<file path="config.mk">
export PLATFORM = sky130hd
export DESIGN_NAME = dff_pipe
export DESIGN_NICKNAME = d
export VERILOG_FILES = /design/src/rtl/dff_pipe_pkg.sv /design/src/rtl/dff_stage.sv /design/src/rtl/dff_pipe.sv
export SDC_FILE = /design/constraint.sdc
export NUM_CORES = 1
export LEC_CHECK = 0
export ABC_AREA = 1
export CAP_MARGIN = 20
export CORE_ASPECT_RATIO = 0.9
export CORE_MARGIN = 3
export CORE_UTILIZATION = 40
export CTS_CLUSTER_DIAMETER = 100
export DETAILED_ROUTE_END_ITERATION = 10
export PLACE_DENSITY = 0.59
export RECOVER_POWER = 25
export SLEW_MARGIN = 15
export SYNTH_ARGS = -nofsm -noshare
export SYNTH_HDL_FRONTEND = slang
export SYNTH_SLANG_ARGS = --single-unit
export TNS_END_PERCENT = 10
</file>
<file path="constraint.sdc">
create_clock -name clk -period 0.8 [get_ports clk]
set_input_delay 0.08 -clock clk [delete_from_list [all_inputs] [get_ports clk]]
set_output_delay 0.08 -clock clk [all_outputs]
set_load 0.05 [all_outputs]
</file>
<file path="src/rtl/dff_pipe_pkg.sv">
// Shared limits and defaults for the dff_pipe register pipeline.
package dff_pipe_pkg;

  localparam int unsigned WIDTH_MIN = 1;
  localparam int unsigned WIDTH_MAX = 64;
  localparam int unsigned DEPTH_MIN = 1;
  localparam int unsigned DEPTH_MAX = 16;

  localparam logic [WIDTH_MAX-1:0] RESET_VAL_DEFAULT = '0;

  localparam int unsigned ERR_CNT_W = 8;

endpackage

</file>
<file path="src/rtl/dff_stage.sv">
// One pipeline stage: WIDTH data bits plus a valid bit, with sync reset,
// flush and advance enable (rst > clr > en).
module dff_stage
  import dff_pipe_pkg::*;
#(
  parameter int unsigned          WIDTH     = 8,
  parameter logic [WIDTH-1:0]     RESET_VAL = RESET_VAL_DEFAULT[WIDTH-1:0]
) (
  input  logic             clk,
  input  logic             rst,
  input  logic             clr,
  input  logic             en,
  input  logic [WIDTH-1:0] data_i,
  input  logic             valid_i,
  output logic [WIDTH-1:0] data_o,
  output logic             valid_o
);

  logic [WIDTH-1:0] data_q, data_d;
  logic             valid_q, valid_d;

  always_comb begin
    data_d  = data_q;
    valid_d = valid_q;
    if (clr) begin
      data_d  = RESET_VAL;
      valid_d = 1'b0;
    end else if (en) begin
      data_d  = data_i;
      valid_d = valid_i;
    end
  end

  always_ff @(posedge clk) begin
    if (rst) begin
      data_q  <= RESET_VAL;
      valid_q <= 1'b0;
    end else begin
      data_q  <= data_d;
      valid_q <= valid_d;
    end
  end

  assign data_o  = data_q;
  assign valid_o = valid_q;

endmodule

</file>
<file path="src/rtl/dff_pipe.sv">
// DEPTH-stage enabled register pipeline with valid tracking and flush.
// Optional macro DFF_PIPE_LOCKSTEP_EN adds a compared shadow pipeline.
module dff_pipe
  import dff_pipe_pkg::*;
#(
  parameter int unsigned      WIDTH     = 8,
  parameter int unsigned      DEPTH     = 4,
  parameter logic [WIDTH-1:0] RESET_VAL = RESET_VAL_DEFAULT[WIDTH-1:0]
) (
  input  logic                 clk,
  input  logic                 rst,
  input  logic                 en,
  input  logic                 clr,
  input  logic [WIDTH-1:0]     din,
  input  logic                 din_valid,
  output logic [WIDTH-1:0]     dout,
  output logic                 dout_valid,
  output logic                 busy
`ifdef DFF_PIPE_LOCKSTEP_EN
  ,
  input  logic                 inject,
  output logic                 mismatch,
  output logic [ERR_CNT_W-1:0] err_cnt
`endif
);

  // Index 0 is the pipeline input; index k is the output of stage k-1.
  logic [DEPTH:0][WIDTH-1:0] m_data;
  logic [DEPTH:0]            m_valid;

  assign m_data[0]  = din;
  assign m_valid[0] = din_valid;

  for (genvar k = 0; k < DEPTH; k++) begin : g_main
    dff_stage #(
      .WIDTH     (WIDTH),
      .RESET_VAL (RESET_VAL)
    ) u_stage (
      .clk     (clk),
      .rst     (rst),
      .clr     (clr),
      .en      (en),
      .data_i  (m_data[k]),
      .valid_i (m_valid[k]),
      .data_o  (m_data[k+1]),
      .valid_o (m_valid[k+1])
    );
  end

  assign dout       = m_data[DEPTH];
  assign dout_valid = m_valid[DEPTH];
  assign busy       = |m_valid[DEPTH:1];

`ifdef DFF_PIPE_LOCKSTEP_EN
  logic [DEPTH:0][WIDTH-1:0] s_data;
  logic [DEPTH:0]            s_valid;
  logic                      diff;

  assign s_data[0]  = din ^ WIDTH'(inject);
  assign s_valid[0] = din_valid;

  for (genvar k = 0; k < DEPTH; k++) begin : g_shadow
    dff_stage #(
      .WIDTH     (WIDTH),
      .RESET_VAL (RESET_VAL)
    ) u_stage (
      .clk     (clk),
      .rst     (rst),
      .clr     (clr),
      .en      (en),
      .data_i  (s_data[k]),
      .valid_i (s_valid[k]),
      .data_o  (s_data[k+1]),
      .valid_o (s_valid[k+1])
    );
  end

  assign diff = (s_data[DEPTH:1] != m_data[DEPTH:1]) ||
                (s_valid[DEPTH:1] != m_valid[DEPTH:1]);

  logic                 mismatch_q, mismatch_d;
  logic [ERR_CNT_W-1:0] err_cnt_q, err_cnt_d;

  // Only rst clears the error record; clr resynchronises the stages alone.
  always_comb begin
    mismatch_d = mismatch_q | diff;
    err_cnt_d  = err_cnt_q;
    if (diff && (err_cnt_q != '1)) begin
      err_cnt_d = err_cnt_q + ERR_CNT_W'(1);
    end
  end

  always_ff @(posedge clk) begin
    if (rst) begin
      mismatch_q <= 1'b0;
      err_cnt_q  <= '0;
    end else begin
      mismatch_q <= mismatch_d;
      err_cnt_q  <= err_cnt_d;
    end
  end

  assign mismatch = mismatch_q;
  assign err_cnt  = err_cnt_q;
`endif

endmodule

</file>
; After elaboration in Yosys (flattened, before gate mapping)
; Cells that the tools add are included.
[word_totals]
register_bits = 36
memories = 0
input_bits = 13
romBits = 0
mem_bits_rw = 0
latchBits = 0
out_inout_bits = 10
[op_classes]
div_mod_pow = 0
n_reduce_logical = 2
n_eq_ne = 0
addsub = 0
mux = 0
n_shift = 0
n_bitwise = 0
n_mul = 0
n_lt_le_gt_ge = 0
[ops]
columns = operator, count
row1 = $reduce_or 4->1, 1
row2 = $reduce_or 2->1, 1

; Depth between registers and ports, before layout
; Gate-level depths: netlist (run 1).
[logic_depth]
depth_word = 1
ltp_mapped = 5

; Modules after synthesis
; A second synthesis (run 1) with hierarchy kept.
[unflattened]
cells_unflattened = 231
area_unflattened_um2 = 1742.9
[modules_own_cells]
columns = module, instances, cells_each, seq_area_each_um2, area_per_inst_um2
row1 = dff_stage, 4, 57, 180.2, 432.9
row2 = dff_pipe, 1, 3, 0.0, 11.3

; Worst setup path after synthesis (run 1)
; Ideal clock, no wire load.
[synth_timing]
path_type = reg2out
from = register g_main[3].u_stage.valid_q
to = output port busy
stages_incl_launch_ff = 3
slack_ns = -0.363
required_time_ns = 0.720
arrival_time_ns = 1.083
n_path_buf = 0
cell_sequence = dfxtp_1 -> nor2_1 -> nand3_1
[synth_between]
elab_chain_len = 1
[synth_lines]
columns = item, line_no
row1 = "start, declared", dff_stage.sv:20  ; logic valid_q, valid_d;
row2 = "start signal, assigned", dff_stage.sv:40  ; valid_q <= valid_d;
row3 = $reduce_or 4->1, dff_pipe.sv:52  ; assign busy = |m_valid[DEPTH:1];
row4 = "end, declared", dff_pipe.sv:18  ; output logic busy
; Every way passes these cells.

; Worst setup path in the final report (run 1)
[layout_timing]
from = register g_main[0].u_stage.valid_q
to = output port busy
[layout_between]
elab_chain_len = 1
[layout_lines]
columns = item, line_no
row1 = "start, declared", dff_stage.sv:20
row2 = "start signal, assigned", dff_stage.sv:40
row3 = $reduce_or 4->1, dff_pipe.sv:52
; Every way passes these cells.

==> reports/metrics.cfg, run 1 <==
[die]
initial_core_util_pct = 43.5
rows = 20
dieArea_um2 = 4620
io_pins = 23
die_x_um = 71.3
die_h_um = 64.8
coreArea_um2 = 3530

[setup_path]
end_kind = output port
cp.required_ns = 0.72
arrival_ns = 0.96
critPathKind = register to output port
path_cells = nor2_4 -> nand3_4 -> buf_12
cp_max_fo = 2
critPathSlowestCell = dfxtp_2
critPathMaxStageDelay_ns = 0.33
start_kind = register

[status]
status = complete, but fails checks
violations = setup timing

[global_routing]
grt_max_degree = 31
overflow = 0
antenna_found_initial = 0
grt_pass1_wl_mm = 4.37
first_global_vias = 1054
gr-usage-all-layers_pct = 12.2

[synth]
ys_warn_count = 0
synthArstFlopShare_pct = 0
netlist_top_cells_area = dfxtp_1 47%, nor2_1 18%, nand2_1 18%
ys_seq_area_share_pct = 47.0
syn_nets = 243
avgSynthCellArea_um2 = 6.67
synthFlopType = dfxtp_1
synth.distinct_cells = 9
ys_seq_elements = 36
syn_inst = 230
synth-edff-count = 0
synth_top_area_cell = dfxtp_1
synth.top_cell.area_share_pct = 47.0
post-synth-top-count-cell = nor2_1
synth_area_um2 = 1530
synth_common_cells = 73 x nor2_1, 72 x nand2_1, 36 x dfxtp_1, 36 x inv_1, 7 x buf_4

[pwr]
peakVddDrop_v = 0.00103
p_leak_nw = 0.947
power_density_nw_per_um2 = 1980

[drt]
wl_per_cell_um = 8.10
routed_via_density = 4.06
vias = 1217
routed_wl_mm = 2.43
drt_iter0_markers = 69
wl_met1_mm = 1.25
wl_met2_mm = 1.01
wl_met3_um = 116
top_layer = met4
ant_nets = 0
drt-pass1-iter-count = 4
drc = 0

[place]
place.port_buffers = 22
gp_congestion = 0.670
dp_hpwl_mm = 1.64
dp.cells = 292
placed_area_um2 = 1900

[sta]
fin_skew_ns = 0.00682
setup_viol = 10
slew-limit-headroom_pct = 81.0
finalCritPeriodShare_pct = 130
fmaxAchievable_ghz = 0.962
period_needed_ns = 1.04
setup_ws_ns = -0.239
drv_slew = 0
tightest_slew_ns = 0.285
rsz0062_at_grt = true
hold_violations = 0

[clock_network]
ctsRootBufferMaster = clkbuf_8
cts_max_level = 2
cts.clk_slew.worst_paths_ns = 0.07
cts_tree = yes
cts_made_buffers = 5
worstSkewPairLatency_ns = 0.29
cts_max_path_buffers = 2
cts.sinks = 36

[final_layout]
layout-drive-gt1-share_pct = 14.8
postLayoutCellArea_um2 = 2010
final_cell_count_no_fill = 300
syn2layout_area_growth_pct = 31.2
final_nets = 268
final_core_utilization_pct = 57.0
diodes = 0

[worst_hold_path]
hold_class = input port to register

[job]
max_cap_violations = 0

==> worst paths after layout <==
check | to | start | slack (ns) | cells after the start
worst max-delay path | busy | g_main[0].u_stage.valid_o$_SDFFE_PP0P_ | -0.24 | 3
worst min-delay path | g_main[3].u_stage.data_o[1]$_SDFFE_PP0P_ | en | 0.28 | 4
worst min register to register | g_main[1].u_stage.data_o[7]$_SDFFE_PP0P_ | g_main[1].u_stage.data_o[7]$_SDFFE_PP0P_ | 0.47 | 2
worst max register to register | g_main[1].u_stage.valid_o$_SDFFE_PP0P_ | g_main[0].u_stage.valid_o$_SDFFE_PP0P_ | 0.06 | 5
==> worst max-delay path, delay by kind of cell (launching register included) <==
family	cells	cell delay, ns
DFF	1	0.33
buffers and inverters	1	0.15
and+or+nand+nor	2	0.19
==> stage by stage <==
step                      setup slack, ns  total power [W]  hold slack [ns]  TNS [ns]
after floorplan                   -0.0352          0.00230            0.233    -0.258
after global placement             -0.314          0.00249            0.459    -10.50
after detailed placement           -0.340          0.00249            0.463    -11.24
after CTS                          -0.265          0.00407            0.263     -1.07
after global routing               -0.293          0.00419            0.292     -1.76
final                              -0.239          0.00398            0.277    -0.863
==> cells by family after synthesis <==
logic type / after synthesis / synth area share, %
buffers and inverters: 47 / 15.9
flip-flops: 36 / 47.0
AND/OR/NAND/NOR: 147 / 37.1
==> where the power goes <==
| group | internal (W) | switching, W | total [W] |
|---|---|---|---|
| combinational | 0.000255 | 0.000284 | 0.000539 |
| clock | 0.000924 | 0.000615 | 0.00154 |
| sequential | 0.00186 | 0.0000408 | 0.00190 |
==> layout make-up <==
| cell class | instances | area (µm²) |
|---|---|---|
| inverters | 36 | 135 |
| repair buffers | 29 | 392 |
| clock inverters | 2 | 35.0 |
| fillers | 360 | 1520 |
| clock buffers | 6 | 72.6 |
| multi-input cells | 147 | 589 |
| flip-flops and latches | 36 | 733 |
| well taps | 44 | 55.1 |
==> flip-flops by register name, indices dropped and copies added (netlist names) <==
register and cells:
g_main.u_stage.valid_o 4, g_main.u_stage.data_o 32
==> layout by cell type (no fill, tap or decap), drive strengths merged <==
| cell | count |
|---|---|
| nor2 | 74 |
| dfxtp | 36 |
| nand2 | 72 |
| clkdlybuf4s50 | 9 |
| nand3 | 1 |
| bufinv | 1 |
| buf | 16 |
| clkbuf | 8 |
| dlygate4sd2 | 2 |
| inv | 36 |
| clkinv | 1 |
==> metal layers <==
layer | up-vias | GRT usage, %
met5 | - | 0
met4 | 0 | 7.04
met3 | 5 | 5.12
met2 | 22 | 17.4
met1 | 492 | 15.4
li1 | 698 | -
==> what timing repair did <==
action / in CTS / in global routing
resized for setup: 10 / 2
pin swaps: 2 / 1
hold endpoints to repair: 0 / 0
setup buffers: 0 / 0
endpoints found under the setup margin: 31 / 11
hold buffers: 0 / 0
(Power assumes the default switching activity.)
==> run 2: changes to the inputs <==
REMOVE_ABC_BUFFERS = 1   (was default)
==> run 2 against run 1 <==
The run still ends with setup timing left. Routed wire length is 3.9% lower. Largest power group unchanged. Critical endpoint unchanged. Flip-flop and latch count stayed put. Cell area fell by 0.44%. Largest cell class unchanged. Clock skew barely moved. Setup slack worse by 0.0090 ns. Highest routed layer unchanged.
==> reports/metrics.cfg, run 2 (synthesis results as in run 1) <==
[status]
status = complete, but fails checks
violations = setup timing

[setup_path]
start_kind = register
timing.rr.start = g_main[0].u_stage.valid_o$_SDFFE_PP0P_
crit_path_end = busy
critPathKind = register to output port
cp_max_fo = 2  ; unchanged
cp-startpoint = g_main[0].u_stage.valid_o$_SDFFE_PP0P_
end_kind = output port
reg2regPathDepth = 5  ; unchanged
reg2reg_to = g_main[1].u_stage.valid_o$_SDFFE_PP0P_
cp.required_ns = 0.72  ; about the same
ff2ff_setup_slack_ns = 0.08  ; +0.02 ns
arrival_ns = 0.97  ; about the same

[drt]
routed_wl_mm = 2.34  ; -3.9%
wl_per_cell_um = 7.76  ; -4.2%
drt-pass1-iter-count = 4  ; unchanged
vias = 1216  ; -0.082%
drt_iter0_markers = 54  ; -22%
routed_via_density = 4.04  ; -0.41%
drc = 0  ; unchanged
ant_nets = 0  ; unchanged

[final_layout]
final_cell_count_no_fill = 301  ; +0.33%
layout_commonest_cell = nor2_1
seqCellArea_um2 = 732  ; -0.17%
final_cell_mix = 73 x nor2_1, 72 x nand2_1, 36 x inv_1
multiInputGateArea_um2 = 561  ; -4.9%
final_nets = 269  ; +0.37%
layout-drive-gt1-share_pct = 14.0  ; -0.84 points
largest_reg_flops = 32  ; unchanged
diodes = 0  ; unchanged
n_fill_cell = 343  ; -4.7%
syn2layout_area_growth_pct = 30.6

[die]
initial_core_util_pct = 43.5  ; unchanged
coreArea_um2 = 3530  ; unchanged
dieArea_um2 = 4620  ; unchanged
rows = 20  ; unchanged
die_x_um = 71.3  ; unchanged
die_h_um = 64.8  ; unchanged
io_pins = 23  ; unchanged

[clock_network]
cts_max_path_buffers = 2  ; unchanged
ctsRootBufferMaster = clkbuf_8
cts.clk_slew.worst_paths_ns = 0.07  ; about the same
cts_tree = yes
cts_max_level = 2  ; unchanged
worstSkewPairLatency_ns = 0.29  ; about the same
holdBufCountCts = 0  ; unchanged
cts.sinks = 36  ; unchanged
cts_made_buffers = 5  ; unchanged

[global_routing]
grt_max_degree = 39  ; +26%
grt_pass1_wl_mm = 4.07  ; -6.8%
first_global_vias = 1008  ; -4.4%
antenna_found_initial = 0  ; unchanged
gr-usage-all-layers_pct = 11.3  ; -0.92 points
overflow = 0  ; unchanged

[sta]
finalCritPeriodShare_pct = 131  ; +1.1 points
setup_ws_ns = -0.248  ; -0.00902 ns
period_needed_ns = 1.05  ; +0.00902 ns
whs_ns = 0.268  ; -0.00865 ns
setup_viol = 11  ; +1
hold_violations = 0  ; unchanged
slew-limit-headroom_pct = 70.4  ; -11 points
fin_skew_ns = 0.00680  ; -0.0000163 ns
tightest_slew_ns = 0.443  ; +0.157 ns
tns_ns = -0.834  ; +0.0298 ns
fmaxAchievable_ghz = 0.954  ; -0.86%
drv_slew = 0  ; unchanged
rsz0062_at_grt = true

[pwr]
p_leak_nw = 0.946  ; -0.13%
peakVddDrop_v = 0.000852  ; -17%
power_density_nw_per_um2 = 1880  ; -5.1%
total_power_w = 0.00376  ; -5.5%

[place]
dp.cells = 292  ; unchanged
place.port_buffers = 22  ; unchanged
gp_congestion = 0.709  ; +5.9%
dp_hpwl_mm = 1.51  ; -7.7%

[worst_hold_path]
hold_class = input port to register

[job]
max_cap_violations = 0  ; unchanged

==> run 2: changes by cell type in the layout (fill, tap and decap cells not counted), sizes merged <==
cell / delta
buf: +3
bufinv: -1
clkinv: -1
dlygate4sd2: -1
dlymetal6s2s: +1
==> run 2: layout make-up <==
cell class                      count  share of cell area (%)
Clock buffer                        8                    4.50
Inverter                           36                    6.75
Timing Repair Buffer               30                    21.5
Tap cell                           44                    2.75
Sequential cell                    36                    36.5
Multi-Input combinational cell    147                    28.0
==> run 2: metrics by stage <==
step | instance area [µm²] | utilization (%) | setup slack [ns]
global route | 2000 | 56.8 | -0.318
CTS | 2000 | 56.7 | -0.302
global placement | 1900 | 53.8 | -0.301
finish | 2000 | 56.8 | -0.248
floorplan | 1430 | - | -0.363
detailed placement | 1900 | 53.8 | -0.320
==> run 2: worst max-delay path: stages (launching register included) <==
cell,delay (ns)
dfxtp_1,0.32
nor2_2,0.12
nand3_2,0.09
buf_12,0.16
==> run 2: worst min path at each step <==
stage	startpoint	endpoint	slack, ns	cells past startpoint
after detailed placement	g_main[1].u_stage.data_o[6]$_SDFFE_PP0P_	g_main[1].u_stage.data_o[6]$_SDFFE_PP0P_	0.46	2
final	rst	g_main[0].u_stage.data_o[4]$_SDFFE_PP0P_	0.27	5
after CTS	en	g_main[3].u_stage.data_o[3]$_SDFFE_PP0P_	0.27	4
after global placement	g_main[0].u_stage.data_o[5]$_SDFFE_PP0P_	g_main[0].u_stage.data_o[5]$_SDFFE_PP0P_	0.46	2
after floorplan	en	g_main[0].u_stage.data_o[4]$_SDFFE_PP0P_	0.21	2
after global routing	en	g_main[3].u_stage.data_o[5]$_SDFFE_PP0P_	0.27	4
==> run 2: what timing repair did <==
item | 4_1_cts | 5_1_grt
buffers inserted | 0 | 1
setup endpoints to repair | 23 | 37
resized for setup | 11 | 3
hold endpoints to repair | 0 | 0
==> run 2: power by group <==
group          total, W  internal (W)  switching (W)  leakage, nW
logic          0.000542      0.000266       0.000277        0.603
clock network   0.00132      0.000702       0.000615       0.0455
registers       0.00190       0.00186      0.0000391        0.298
==> run 2: metal layers <==
metal / track usage [%] / vias to the layer above / part of all wire [%]
met2: 18.1 / 18 / 44
li1: - / 697 / -
met3: 5.58 / 3 / 4.9
met5: 0 / - / 0
met1: 12.7 / 498 / 50
met4: 4.93 / 0 / 1.2
